<file path="config.mk">
export PLATFORM = sky130hd
export DESIGN_NAME = hilo_divider
export DESIGN_NICKNAME = d
export VERILOG_FILES = /design/src/rtl/hilo_divider_pkg.sv /design/src/rtl/hilo_divider_div_step.sv /design/src/rtl/hilo_divider.sv
export SDC_FILE = /design/constraint.sdc
export NUM_CORES = 1
export LEC_CHECK = 0
export ABC_CLOCK_PERIOD_IN_PS = 7100
export BUFFER_PORTS_ARGS = -buffer_cell sky130_fd_sc_hd__buf_2
export CORE_MARGIN = 2
export CORE_UTILIZATION = 40
export DETAILED_ROUTE_END_ITERATION = 8
export GPL_ROUTABILITY_DRIVEN = 0
export PLACE_DENSITY = 0.66
export RECOVER_POWER = 100
export SYNTH_ARGS = -nofsm -noshare
export SYNTH_HDL_FRONTEND = slang
export SYNTH_HIERARCHICAL = 1
export SYNTH_SLANG_ARGS = --single-unit
export TNS_END_PERCENT = 100
</file>
<file path="constraint.sdc">
create_clock -name clk -period 7.1 [get_ports clk]
set_clock_uncertainty 0.2 [all_clocks]
set_input_delay 1.42 -clock clk [delete_from_list [all_inputs] [get_ports clk]]
set_output_delay 1.42 -clock clk [all_outputs]
set_load 0.02 [all_outputs]
</file>
<file path="src/rtl/hilo_divider_pkg.sv">
// hilo_divider_pkg: shared FSM encoding and divider constants
package hilo_divider_pkg;
  typedef enum logic [1:0] {
    IDLE = 2'd0,
    CALC = 2'd1,
    DONE = 2'd2
  } state_e;
  localparam int DIV_WIDTH = 32;
  localparam int DIV_CYCLES = DIV_WIDTH;
  localparam logic [63:0] DIV_ZERO_Q = '1;
endpackage

</file>
<file path="src/rtl/hilo_divider_div_step.sv">
// div_step: one restoring shift-subtract step on the operand magnitudes
module div_step
  import hilo_divider_pkg::*;
#(
  parameter int WIDTH = DIV_WIDTH
) (
  input  logic [WIDTH:0]   rem_i,
  input  logic [WIDTH-1:0] quo_i,
  input  logic [WIDTH:0]   div_i,
  output logic [WIDTH:0]   rem_o,
  output logic [WIDTH-1:0] quo_o
);
  logic [WIDTH:0]   sh;
  logic [WIDTH+1:0] diff;
  // shift in the next dividend bit, trial subtract, keep the difference when it does not borrow
  always_comb begin
    sh    = (WIDTH+1)'({rem_i, quo_i[WIDTH-1]});
    diff  = {1'b0, sh} - {1'b0, div_i};
    rem_o = diff[WIDTH+1] ? sh : diff[WIDTH:0];
    quo_o = {quo_i[WIDTH-2:0], ~diff[WIDTH+1]};
  end
endmodule

</file>
<file path="src/rtl/hilo_divider.sv">
// hilo_divider: multi-cycle signed/unsigned restoring divider producing LO (quotient) and HI (remainder)
module hilo_divider
  import hilo_divider_pkg::*;
#(
  parameter int WIDTH = DIV_CYCLES
) (
  input  logic             clk,
  input  logic             reset,
  input  logic             start,
  input  logic             is_signed,
  input  logic [WIDTH-1:0] dividend,
  input  logic [WIDTH-1:0] divisor,
  output logic [WIDTH-1:0] quotient,
  output logic [WIDTH-1:0] remainder,
  output logic             busy,
  output logic             done
);
  localparam int CW = $clog2(WIDTH) + 1;
  state_e           state_q, state_d;
  logic             busy_q, busy_d, done_q, done_d;
  logic [CW-1:0]    cnt_q;
  logic [WIDTH-1:0] a_q, quo_q, q_q, r_q, quo_n, q_fix, r_fix;
  logic [WIDTH:0]   b_q, rem_q, rem_n, a_mag, b_mag;
  logic             sq_q, sr_q, dz_q, a_neg, b_neg, last;
  assign a_neg = is_signed & dividend[WIDTH-1];
  assign b_neg = is_signed & divisor[WIDTH-1];
  assign a_mag = a_neg ? -{1'b1, dividend} : {1'b0, dividend};
  assign b_mag = b_neg ? -{1'b1, divisor} : {1'b0, divisor};
  assign last  = cnt_q == CW'(WIDTH - 1);
  assign q_fix = dz_q ? DIV_ZERO_Q[WIDTH-1:0] : (sq_q ? -quo_n : quo_n);
  assign r_fix = dz_q ? a_q : WIDTH'(sr_q ? -rem_n : rem_n);
  div_step #(.WIDTH(WIDTH)) u_step (
    .rem_i(rem_q),
    .quo_i(quo_q),
    .div_i(b_q),
    .rem_o(rem_n),
    .quo_o(quo_n)
  );
  // state register with registered status flags
  always_ff @(posedge clk) begin
    if (reset) begin
      state_q <= IDLE;
      busy_q  <= 1'b0;
      done_q  <= 1'b0;
    end else begin
      state_q <= state_d;
      busy_q  <= busy_d;
      done_q  <= done_d;
    end
  end
  // next state: DONE always falls back to IDLE, starts outside IDLE are dropped
  always_comb begin
    state_d = state_q == IDLE ? (start ? CALC : IDLE) :
              state_q == CALC ? (last ? DONE : CALC) : IDLE;
  end
  // status flags decoded from the upcoming state so they leave the block registered
  always_comb begin
    busy_d = state_d == CALC;
    done_d = state_d == DONE;
  end
  // operand capture, iteration and result registration with sign fix-up on the last step
  always_ff @(posedge clk) begin
    if (reset) begin
      cnt_q <= '0;
      a_q   <= '0;
      b_q   <= '0;
      quo_q <= '0;
      rem_q <= '0;
      sq_q  <= 1'b0;
      sr_q  <= 1'b0;
      dz_q  <= 1'b0;
      q_q   <= '0;
      r_q   <= '0;
    end else if (state_q == IDLE && start) begin
      cnt_q <= '0;
      a_q   <= dividend;
      b_q   <= b_mag;
      quo_q <= WIDTH'(a_mag);
      rem_q <= '0;
      sq_q  <= a_neg ^ b_neg;
      sr_q  <= a_neg;
      dz_q  <= divisor == '0;
    end else if (state_q == CALC) begin
      cnt_q <= cnt_q + 1'b1;
      quo_q <= quo_n;
      rem_q <= rem_n;
      if (last) begin
        q_q <= q_fix;
        r_q <= r_fix;
      end
    end
  end
  assign quotient  = q_q;
  assign remainder = r_q;
  assign busy      = busy_q;
  assign done      = done_q;
endmodule

</file>
==> impl_metrics.sql <==
INSERT INTO impl_metrics (metric_group, metric, value, unit) VALUES
('placed_design', 'post_detailed_placement_cell_area', '13700', 'µm²'),
('clock_tree', 'cts_resized', '0', ''),
('clock_tree', 'tritoncts', 'yes', ''),
('die', 'design.core.area', '32300', 'µm²'),
('timing', 'max_freq', '162', 'MHz'),
('synthesis', 'yosysWarnings', '6', ''),
('setup_path', 'rrSetupSlack', '0.91', 'ns'),
('die', 'io_pins', '134', ''),
('clock_tree', 'cts_setup_buffers', '0', ''),
('timing', 'endpoints_failing_hold', '0', ''),
('layout', 'proportion_of_layout_cells_with_a_drive_suffix_above_1', '8.06', '%'),
('setup_path', 'critPathLaunchType', 'flop', ''),
('synthesis', 'synth_area_per_cell', '7.56', 'µm²'),
('power_and_ir_drop', 'powerDensity', '216', 'nW/µm²'),
('clock_tree', 'cts_made_buffers', '25', ''),
('global_routing', 'gr-total-overflow', '0', ''),
('clock_tree', 'ctsLongestPathBuffers', '3', ''),
('setup_path', 'timing.critical_path.arrival', '6.37', 'ns'),
('layout', 'nets', '1854', ''),
('layout', 'design_area', '14300', 'µm²'),
('clock_tree', 'cts_max_level', '1', ''),
('synthesis', 'postSynthCellCount', '1721', ''),
('layout', 'fillCellCount', '3333', ''),
('drt', 'firstDrtPassIters', '6', ''),
('layout', 'instances_no_fill', '2208', ''),
('timing', 'relSlewSlack', '-125', '%'),
('power_and_ir_drop', 'worst_supply_voltage_drop_on_vdd', '160', 'µV'),
('hold_path', 'hold_endpoint', 'b_q[32]', ''),
('drt', 'drc_errors', '0', ''),
('global_routing', 'pin_count_of_the_biggest_net_entering_global_routing', '83', ''),
('timing', 'slew_violations', '267', ''),
('timing', 'worst-slew-pin-transition', '3.37', 'ns'),
('synthesis', 'mappedNetlistNets', '1828', ''),
('clock_tree', 'worstSkewPairLatency', '0.53', 'ns'),
('power_and_ir_drop', 'power.leakage', '5.18', 'nW'),
('placed_design', 'post_place_cells', '2162', ''),
('drt', 'drt_wl_total', '39700', 'µm'),
('clock_tree', 'clk_pin_slew', '0.06', 'ns'),
('hold_path', 'hold_path_depth', '2', ''),
('status', 'failed_checks', 'max-capacitance violations, max-slew violations', ''),
('die', 'dieWidth', '184', 'µm'),
('run', 'cap_viol_max_count', '5', ''),
('layout', 'leading_cell_type_in_the_layout_fill_and_taps_excluded', 'nand2_1', ''),
('global_routing', 'grt_usage', '22.8', '%'),
('drt', 'post_drt_antenna_nets', '0', ''),
('timing', 'grt_setup_unrepaired', 'no', ''),
('timing', 'setup_viol_count_final', '0', ''),
('timing', 'final.setup.tns', '0', 'ns'),
('setup_path', 'crit_type', 'reg -> reg', ''),
('hold_path', 'hp-start', 'b_q[32]', ''),
('drt', 'initialDrtViolationCount', '1297', ''),
('drt', 'dr_vias', '12700', ''),
('setup_path', 'worst_r2r_endpoint', 'remainder[23]', ''),
('die', 'starting_density_of_the_core', '40.3', '%'),
('hold_path', 'worst_hold_path_type', 'reg -> reg', ''),
('global_routing', 'grt_pass1_wl', '63000', 'µm'),
('placed_design', 'place_worst_setup_slack', '1.17', 'ns'),
('setup_path', 'ff_to_ff_start', 'b_q[6]', ''),
('global_routing', 'first_global_vias', '11800', ''),
('setup_path', 'critical_path_required', '7.28', 'ns'),
('setup_path', 'worst_r2r_path_depth', '16', ''),
('status', 'run_status', 'complete, but fails checks', ''),
('timing', 'layout_min_cycle_time', '6.19', 'ns'),
('drt', 'routed_wire_length_per_instance', '18.0', 'µm'),
('setup_path', 'cp_max_fo', '30', ''),
('clock_tree', 'clock-sinks', '206', ''),
('layout', 'final_cell_mix', 'nand2_1, dfxtp_1, nor2_1, a21oi_1', ''),
('timing', 'fin_ws', '0.913', 'ns'),
('global_routing', 'antenna_violations_before_repair', '2', ''),
('synthesis', 'syn-cell-area', '13000', 'µm²'),
('drt', 'vias_per_cell', '5.77', ''),
('clock_tree', 'root_buffer', 'clkbuf_16', ''),
('clock_tree', 'cts.hold.buffers_added', '0', ''),
('layout', 'layout.core_utilization', '44.4', '%'),
('layout', 'area_growth_syn_to_layout', '10.3', '%'),
('setup_path', 'endpoint_kind', 'flop', ''),
('timing', 'fin_hold_ws', '0.233', 'ns'),
('timing', 'finalCritPeriodShare', '87.1', '%'),
('power_and_ir_drop', 'design_power_total', '3.09', 'mW'),
('placed_design', 'detailed_place_hpwl', '29100', 'µm'),
('placed_design', 'placement.io_buffers', '133', ''),
('die', 'std_cell_rows', '66', ''),
('die', 'chipHeight', '184', 'µm'),
('die', 'area_of_the_die', '34000', 'µm²');
## area by class of cell
| type | count | area, µm² | area share [%] |
|---|---|---|---|
| Multi-Input combinational cell | 1296 | 7880 | 54.9 |
| Sequential cell | 206 | 4120 | 28.8 |
| Timing Repair Buffer | 153 | 713 | 4.97 |
| Clock buffer | 30 | 674 | 4.70 |
| Tap cell | 442 | 553 | 3.86 |
| Inverter | 65 | 244 | 1.70 |
| Clock inverter | 12 | 143 | 0.995 |
| Antenna cell | 4 | 10.0 | 0.0698 |
## report_power, final
| group | total, mW | leakage, nW | internal [mW] | switching (mW) |
|---|---|---|---|---|
| logic | 0.547 | 3.09 | 0.196 | 0.351 |
| registers | 1.25 | 1.68 | 1.20 | 0.0511 |
| clock network | 1.29 | 0.411 | 0.781 | 0.512 |
## state kept, by name (all words and copies together) (netlist names), 2 cells and up
| name | cells |
|---|---|
| a_q | 32 |
| b_q | 33 |
| cnt_q | 6 |
| quo_q | 32 |
| quotient | 32 |
| rem_q | 32 |
| remainder | 32 |
| state_q | 2 |
## worst max-delay path, cell delays in order, from the launching register on
cell and delay [ns]:
dfxtp_1 0.32, inv_1 0.04, ha_1 0.34, a21o_1 0.22, or3_1 0.32, o2111ai_1 0.26, a21oi_1 0.16, o21ai_0 0.25
a31oi_1 0.24, a41oi_4 0.75, buf_4 0.35, mux2_1 0.39, or4_1 0.68, or4_1 0.46, or4_1 0.43, and4_4 0.20
a2111oi_0 0.42
## metal layers
layer	routed length, µm	vias up	track usage (%)
met5	0	-	0
met3	2610	63	2.51
met2	18400	443	37.7
met4	944	0	6.59
li1	-	6228	-
met1	17800	6003	31.4
## worst max path at each step
stage	startpoint	slack, ns	to	depth (start not counted)
6_report	b_q[6]	0.91	remainder[23]	16
3_5_place_dp	b_q[6]	1.17	remainder[23]	16
5_1_grt	b_q[6]	0.51	remainder[23]	16
3_3_place_gp	b_q[6]	1.27	remainder[23]	16
2_1_floorplan	b_q[17]	2.17	remainder[23]	17
4_1_cts	b_q[6]	1.14	remainder[23]	16
Note: power is estimated with default switching activity, not from simulation.
